## config.mk

```make
export PLATFORM = sky130hd
export DESIGN_NAME = reg_scoreboard
export DESIGN_NICKNAME = d
export VERILOG_FILES = /design/src/rtl/reg_scoreboard_pkg.sv /design/src/rtl/sb_match.sv /design/src/rtl/reg_scoreboard.sv
export SDC_FILE = /design/constraint.sdc
export NUM_CORES = 1
export LEC_CHECK = 0
export CORE_MARGIN = 4
export CORE_UTILIZATION = 47
export DETAILED_ROUTE_END_ITERATION = 10
export GPL_TIMING_DRIVEN = 1
export PLACE_DENSITY = 0.73
export SYNTH_ARGS = -nofsm -noshare
export SYNTH_HDL_FRONTEND = slang
export SYNTH_HIERARCHICAL = 1
export SYNTH_SLANG_ARGS = --single-unit
export TNS_END_PERCENT = 1
```

## constraint.sdc

```tcl
create_clock -name clk -period 2.2 [get_ports clk]
set_input_delay 0.44 -clock clk [delete_from_list [all_inputs] [get_ports clk]]
set_output_delay 0.44 -clock clk [all_outputs]
set_load 0.01 [all_outputs]
```

## src/rtl/reg_scoreboard_pkg.sv

```systemverilog
// Shared pipeline definitions for the register scoreboard: entry record,
// width helpers and stage-index constants.
package reg_scoreboard_pkg;

    localparam int MAX_ADDR_W = 16;
    localparam int MAX_DEPTH  = 8;
    localparam int STAGE_EX   = 0;  // youngest tracked stage
    localparam int STAGE_LATE = 1;  // first stage where a late result exists

    typedef struct packed {
        logic                  valid;
        logic                  late;
        logic [MAX_ADDR_W-1:0] waddr;
    } sb_entry_t;

    function automatic int stage_w(input int depth);
        return (depth > 1) ? $clog2(depth) : 1;
    endfunction

    function automatic int count_w(input int depth);
        return $clog2(depth + 1);
    endfunction

endpackage

```

## src/rtl/sb_match.sv

```systemverilog
// Per-read-port hazard match: finds the youngest valid entry writing the
// source register and reports its stage index and late flag.
module sb_match
    import reg_scoreboard_pkg::*;
#(
    parameter int ADDR_W = 5,
    parameter int DEPTH  = 3,
    parameter int SW     = stage_w(DEPTH)
) (
    input  logic                  rd_en,
    input  logic [ADDR_W-1:0]     rd_addr,
    input  sb_entry_t [DEPTH-1:0] entries,
    output logic                  hit,
    output logic [SW-1:0]         stage,
    output logic                  late
);

    // NOTE: every output gets a default before the loop so no latch is inferred.
    always_comb begin
        hit   = 1'b0;
        stage = '0;
        late  = 1'b0;
        // Scan oldest to youngest so the youngest match overwrites older ones.
        for (int k = DEPTH - 1; k >= 0; k--) begin
            if (rd_en && (rd_addr != '0) && entries[k].valid &&
                (entries[k].waddr == MAX_ADDR_W'(rd_addr))) begin
                hit   = 1'b1;
                stage = SW'(k);
                late  = entries[k].late;
            end
        end
    end

endmodule

```

## src/rtl/reg_scoreboard.sv

```systemverilog
// In-order GPR scoreboard tracking DEPTH stages between decode and writeback.
// Define SCOREBOARD_FWD_EN to report forwarding sources and stall only on late results.
module reg_scoreboard
    import reg_scoreboard_pkg::*;
#(
    parameter  int ADDR_W     = 5,
    parameter  int DEPTH      = 3,
    parameter  int READ_PORTS = 2,
    localparam int SW         = stage_w(DEPTH),
    localparam int CW         = count_w(DEPTH)
) (
    input  logic                       clk,
    input  logic                       rst,
    input  logic                       issue_valid_i,
    input  logic                       issue_we_i,
    input  logic [ADDR_W-1:0]          issue_waddr_i,
    input  logic                       issue_late_i,
    input  logic [READ_PORTS-1:0]        rd_en_i,
    input  logic [READ_PORTS*ADDR_W-1:0] rd_addr_i,
    input  logic                       hold_i,
    input  logic                       flush_i,
    output logic                       stall_o,
    output logic [READ_PORTS-1:0]      fwd_hit_o,
    output logic [READ_PORTS*SW-1:0]   fwd_stage_o,
    output logic [CW-1:0]              pending_o
);

    sb_entry_t [DEPTH-1:0]         entry_q, entry_d;
    logic [CW-1:0]                 pending_q, pending_d;
    logic [READ_PORTS-1:0]         hit, late_hit;
    logic [READ_PORTS-1:0][SW-1:0] hit_stage;

    for (genvar p = 0; p < READ_PORTS; p++) begin : g_port
        sb_match #(.ADDR_W(ADDR_W), .DEPTH(DEPTH), .SW(SW)) u_match (
            .rd_en   (rd_en_i[p]),
            .rd_addr (rd_addr_i[p*ADDR_W +: ADDR_W]),
            .entries (entry_q),
            .hit     (hit[p]),
            .stage   (hit_stage[p]),
            .late    (late_hit[p])
        );
    end

`ifdef SCOREBOARD_FWD_EN
    // Only a late result still sitting in EX cannot be forwarded.
    always_comb begin
        stall_o     = 1'b0;
        fwd_hit_o   = hit;
        fwd_stage_o = '0;
        for (int p = 0; p < READ_PORTS; p++) begin
            fwd_stage_o[p*SW +: SW] = hit_stage[p];
            if (issue_valid_i && hit[p] && late_hit[p] && (hit_stage[p] == SW'(STAGE_EX)))
                stall_o = 1'b1;
        end
    end
`else
    logic unused_fwd_info;
    assign unused_fwd_info = ^{late_hit, hit_stage};
    assign stall_o         = issue_valid_i && (|hit);
    assign fwd_hit_o       = '0;
    assign fwd_stage_o     = '0;
`endif

    always_comb begin
        entry_d[0] = '{valid: issue_valid_i && issue_we_i && (issue_waddr_i != '0) && !stall_o,
                       late:  issue_late_i,
                       waddr: MAX_ADDR_W'(issue_waddr_i)};
        for (int k = 1; k < DEPTH; k++)
            entry_d[k] = entry_q[k-1];
        pending_d = '0;
        for (int k = 0; k < DEPTH; k++)
            pending_d = pending_d + CW'(entry_d[k].valid);
    end

    // NOTE: state updates use non-blocking assignments so every flop samples pre-edge values.
    // NOTE: entries are plain flops (not a RAM), so reset clears every one of them.
    always_ff @(posedge clk or posedge rst) begin
        if (rst) begin
            entry_q   <= '0;
            pending_q <= '0;
        end else if (flush_i) begin
            entry_q   <= '0;
            pending_q <= '0;
        end else if (!hold_i) begin
            entry_q   <= entry_d;
            pending_q <= pending_d;
        end
    end

    assign pending_o = pending_q;

endmodule

```

Yosys cells after proc, flatten, opt, wreduce, memory -nomap -nowiden
Cells that the tools add are included.
Storage, ports and cells
  bits in registers: 55
  bits of input ports: 24
  output and inout port bits: 9
Operators by class
  eq/ne operators: 7
  mux-type cells: 10
  reduce and logical (&&, ||, !) cells: 23
  add/sub/neg operators: 2
Operators by type and width (number)
  2-to-1 mux 54 bit: 2
  equality test 16 x 5 -> 1 bit: 6
  logical AND 1 bit: 18
  nonzero test 5 bit: 3
  2-to-1 mux 1 bit: 6
  2-to-1 mux 2 bit: 2
  adder 1 x 1 -> 2 bit: 1
  adder 2 x 1 -> 2 bit: 1
  != test 2 x 1 -> 1 bit (second input constant): 1
  OR reduction 2 bit: 1
  zero test 1 bit: 1

Depth between registers and ports, before layout
  depth after elaboration: 15
  gate-level depth with buffers: 10
  gate-level depth less buffers: 10

Hierarchy
The synthesis kept the hierarchy.
Modules (own cells, without submodules)
  reg_scoreboard: seq. area each 575.6 um^2, times used 1, area an instance 1071.0 um^2, cells each 95
  sb_match: seq. area each 0.0 um^2, times used 2, area an instance 346.6 um^2, cells each 44

Worst setup path after synthesis
No wires, ideal clock.
  path kind: input to register
  start point: input port rd_addr_i[5]
  end point: register pending_q[0], in the netlist pending_o[0]
  path buffers: 0
  arrival time: 2.497 ns
  cell stages on the path: 10
  data required time: 2.068 ns
  path slack: -0.428 ns
  cell sequence: or4_4 o21ai_4 nor3_2 or3_1 nor2_1 nand3_1 fa_1 nor2_1 a21oi_1 nor2_1
On the way
  word-level cells in the longest chain between the ends: 15
  elaborated cells on any way between the ends: 22
  those cells by class: add/sub (2); eq/ne (3); mux (5); reduce/logical (12)
Ends and longest elaborated chain
  from (decl): line reg_scoreboard.sv:19  | input logic [READ_PORTS*ADDR_W-1:0] rd_addr_i,
  nonzero test 5 bit: line sb_match.sv:25  | if (rd_en && (rd_addr != '0) && entries[k].valid &&
  logical AND 1 bit (3 in series): line sb_match.sv:25
  2-to-1 mux 1 bit (2 in series): line sb_match.sv:25
  2-to-1 mux 1 bit (*): line sb_match.sv:25
  named net hit[1]: line reg_scoreboard.sv:30  | logic [READ_PORTS-1:0] hit, late_hit;
  OR reduction 2 bit (*): line reg_scoreboard.sv:59  | assign stall_o = issue_valid_i && (|hit);
  logical AND 1 bit (*): line reg_scoreboard.sv:59
  zero test 1 bit (*): line reg_scoreboard.sv:65  | entry_d[0] = '{valid: issue_valid_i && issue_we_i && (issue_waddr_i != '0) && !stall_o,
  logical AND 1 bit (*): line reg_scoreboard.sv:65
  adder 1 x 1 -> 2 bit (*): line reg_scoreboard.sv:72  | pending_d = pending_d + CW'(entry_d[k].valid);
  adder 2 x 1 -> 2 bit (*): line reg_scoreboard.sv:72
  2-to-1 mux 2 bit (*): line reg_scoreboard.sv:84  | end else if (!hold_i) begin
  2-to-1 mux 2 bit (*): line reg_scoreboard.sv:81  | end else if (flush_i) begin
  to (signal assigned): line reg_scoreboard.sv:86  | pending_q <= pending_d;
  to (decl): line reg_scoreboard.sv:29  | logic [CW-1:0] pending_q, pending_d;
The timed path passes the listed nets; every way through them passes the cells marked *. The select of a mux whose other input is x is not followed.
A chain may end at the register's enable or synchronous reset.

Worst setup path in the final report
  start point: input port rd_addr_i[0]
  end point: output port stall_o
On the way
  word-level cells in the longest chain between the ends: 9
  elaborated cells on any way between the ends: 16
  those cells by class: eq/ne (3); mux (3); reduce/logical (10)
Ends and longest elaborated chain
  nonzero test 5 bit: line sb_match.sv:25
  logical AND 1 bit (3 in series): line sb_match.sv:25
  2-to-1 mux 1 bit (2 in series): line sb_match.sv:25
  2-to-1 mux 1 bit (*): line sb_match.sv:25
  named net hit[0]: line reg_scoreboard.sv:30
  OR reduction 2 bit (*): line reg_scoreboard.sv:59
  logical AND 1 bit (*): line reg_scoreboard.sv:59
  to (decl): line reg_scoreboard.sv:22  | output logic stall_o,
The timed path passes the listed nets; every way through them passes the cells marked *.

==> metrics.md <==
| Metric | Value |
|---|---|
| Status | `finished, violations left` |
| Failing checks | `negative setup slack` |
| Setup Viol. Count Final | `3` |
| Core area | `3130 um2` |
| Buffers on Ports | `25` |
| Wire per inst | `11.0 um` |
| Mapped Area | `1560 um2` |
| # IOs | `33` |
| Reg power frac | `0.479` |
| PD cells | `364 nW/um2` |
| Synth Warn # | `6` |
| # nets final | `301` |
| Routed wl met3 | `126 um` |
| FMAX | `403 MHz` |
| Die width | `65.7 um` |
| Final Util | `0.724` |
| CP Capture Type | `output port` |
| Cell row count | `20` |
| Most common cell after layout, fill and taps aside | `conb_1` |
| Int Power | `0.595 mW` |
| Final min period | `2.48 ns` |
| Cells after synthesis | `160` |
| Logic pwr share | `0.270` |
| Area grow syn2layout | `44.8%` |
| # diodes | `0` |
| WP data arrival | `2.04 ns` |
| Crit start category | `input port` |
| Layout cells sized above 1 | `0.196` |
| First-pass GRT wire length | `5950 um` |
| Most frequent cells in the layout | `conb_1 (72), xnor2_1 (30), buf_4 (26)` |
| CP max stage cell | `or4_4` |
| First drt pass iteration count | `4` |
| Largest net degree at the start of global routing | `24` |
| CP peak stage delay | `0.56 ns` |
| Maximum vdd drop | `371 uV` |
| H-tree Lvls | `1` |
| Post-CTS Setup Inserts | `0` |
| Vias in the first global route | `1359` |
| Top Layer Used | `met4` |
| Non-Filler Instances | `319` |
| Met1 Wirelength | `1640 um` |
| Detailed-route via count | `1365` |
| CTS root buf | `clkbuf_4` |
| Clk buf depth | `2` |
| CTS Hold Bufs | `0` |
| Clock-pin transition on the worst setup and hold timing paths | `0.11 ns` |
| Pwr Total | `0.823 mW` |
| CTS tree | `done` |
| Crit path max fanout | `3` |
| Total grt overflow | `0` |
| Final HPWL DP | `2950 um` |
| Worst-Skew Late Latency | `0.29 ns` |
| CP required | `1.76 ns` |
| Routed Antenna Nets | `0` |
| Max-cap violations | `0` |
| Min-Delay Path Class | `input port to async pin` |
| Clk pwr share | `0.250` |
| Total CTS buffers | `3` |
| Initial antenna violation count | `0` |
| Net Switching | `0.228 mW` |
| Final worst path period share | `1.13` |
| Final setup margin | `-0.283 ns` |
| Vias per Instance | `4.28` |
| Static leakage | `1.05 nW` |
| Clock sink total | `20` |
| WS Path Type | `input port to output port` |
| Post-Syn Area per Cell | `9.77 um2` |
| GRT Total Usage | `0.178` |
| Setup TNS | `-0.681 ns` |
| Iteration-0 DRC Markers | `46` |
| DP Cell Count | `315` |
| Slew Viols, Final | `0` |
| Sw Share | `0.277` |
| Delay-heaviest family, CP | `simple AND/OR/NAND/NOR gates` |
| Worst-path cell chain | `buf_6 -> or4_4 -> o21ai_4 -> nor3_2 -> or3_4 -> nor2_4 -> nor2b_1 -> buf_2` |
| Routability cong. | `0.885` |
| Total die area | `4310 um2` |
| Drt total wl | `3500 um` |
| Final Skew | `0.00644 ns` |
| DRC Markers | `0` |
| RSZ-0062 raised after global routing | `yes` |
| Die height | `65.7 um` |
| Starting density of the core | `0.500` |
| Met2 WL | `1690 um` |
| Final hold violation count | `0` |
| Worst path bufs/invs | `2` |
## tightest hold or removal path, stage by stage
cell             delay [ns]
clkdlybuf4s50_1        0.40
inv_1                  0.05
buf_4                  0.25
## power groups by stage
stage / logic (mW) / registers (mW) / clock network (mW)
after CTS: 0.221 / 0.395 / 0.212
after global placement: 0.221 / 0.401 / 0
final: 0.222 / 0.395 / 0.206
after global routing: 0.249 / 0.397 / 0.222
after detailed placement: 0.225 / 0.402 / 0
after floorplan: 0.132 / 0.399 / 0
## layer usage
| layer | GRT usage | vias to the layer above |
|---|---|---|
| li1 | - | 730 |
| met1 | 0.246 | 607 |
| met2 | 0.288 | 24 |
| met3 | 0.0137 | 4 |
| met4 | 0.0699 | 0 |
| met5 | 0 | - |
## repair_timing
item,CTS,global route
cloned,0,0
pin swaps,12,3
resized for setup,44,0
setup endpoints to repair,3,3
## layout make-up
cell class	instances	area [um2]
multi-input combinational	197	1240
fill	251	865
sequential	20	500
timing repair buffer	51	415
tap	44	55.1
clock buffer	4	36.3
inverter	3	11.3
## flip-flops by register name, summed over array words and instances (netlist names)
register,cells
entry_q,6
pending_o,2
entry_d,12
## final timing paths
| check | end | cells after the start | slack (ns) | start |
|---|---|---|---|---|
| max | stall_o | 8 | -0.28 | rd_addr_i[0] |
| min | entry_q[40] | 3 | 0.46 | rst |
| max reg2reg | pending_o[0] | 10 | -0.02 | entry_d[19] |
| min reg2reg | pending_o[1] | 2 | 0.53 | pending_o[1] |
| max in group asynchronous | entry_d[22] | 3 | 1.54 | rst |
| min in group clk | pending_o[1] | 2 | 0.53 | pending_o[1] |
## per-stage QoR
step	hold slack (ns)	setup WS, ns	instance area, um2
2_1_floorplan	0.404	-0.384	1830
3_3_place_gp	0.496	-0.987	2230
3_5_place_dp	0.511	-1.02	2230
4_1_cts	0.461	-0.312	2260
5_1_grt	0.474	-0.361	2260
6_report	0.456	-0.283	2260
Note: power is estimated with default switching activity, not from simulation.
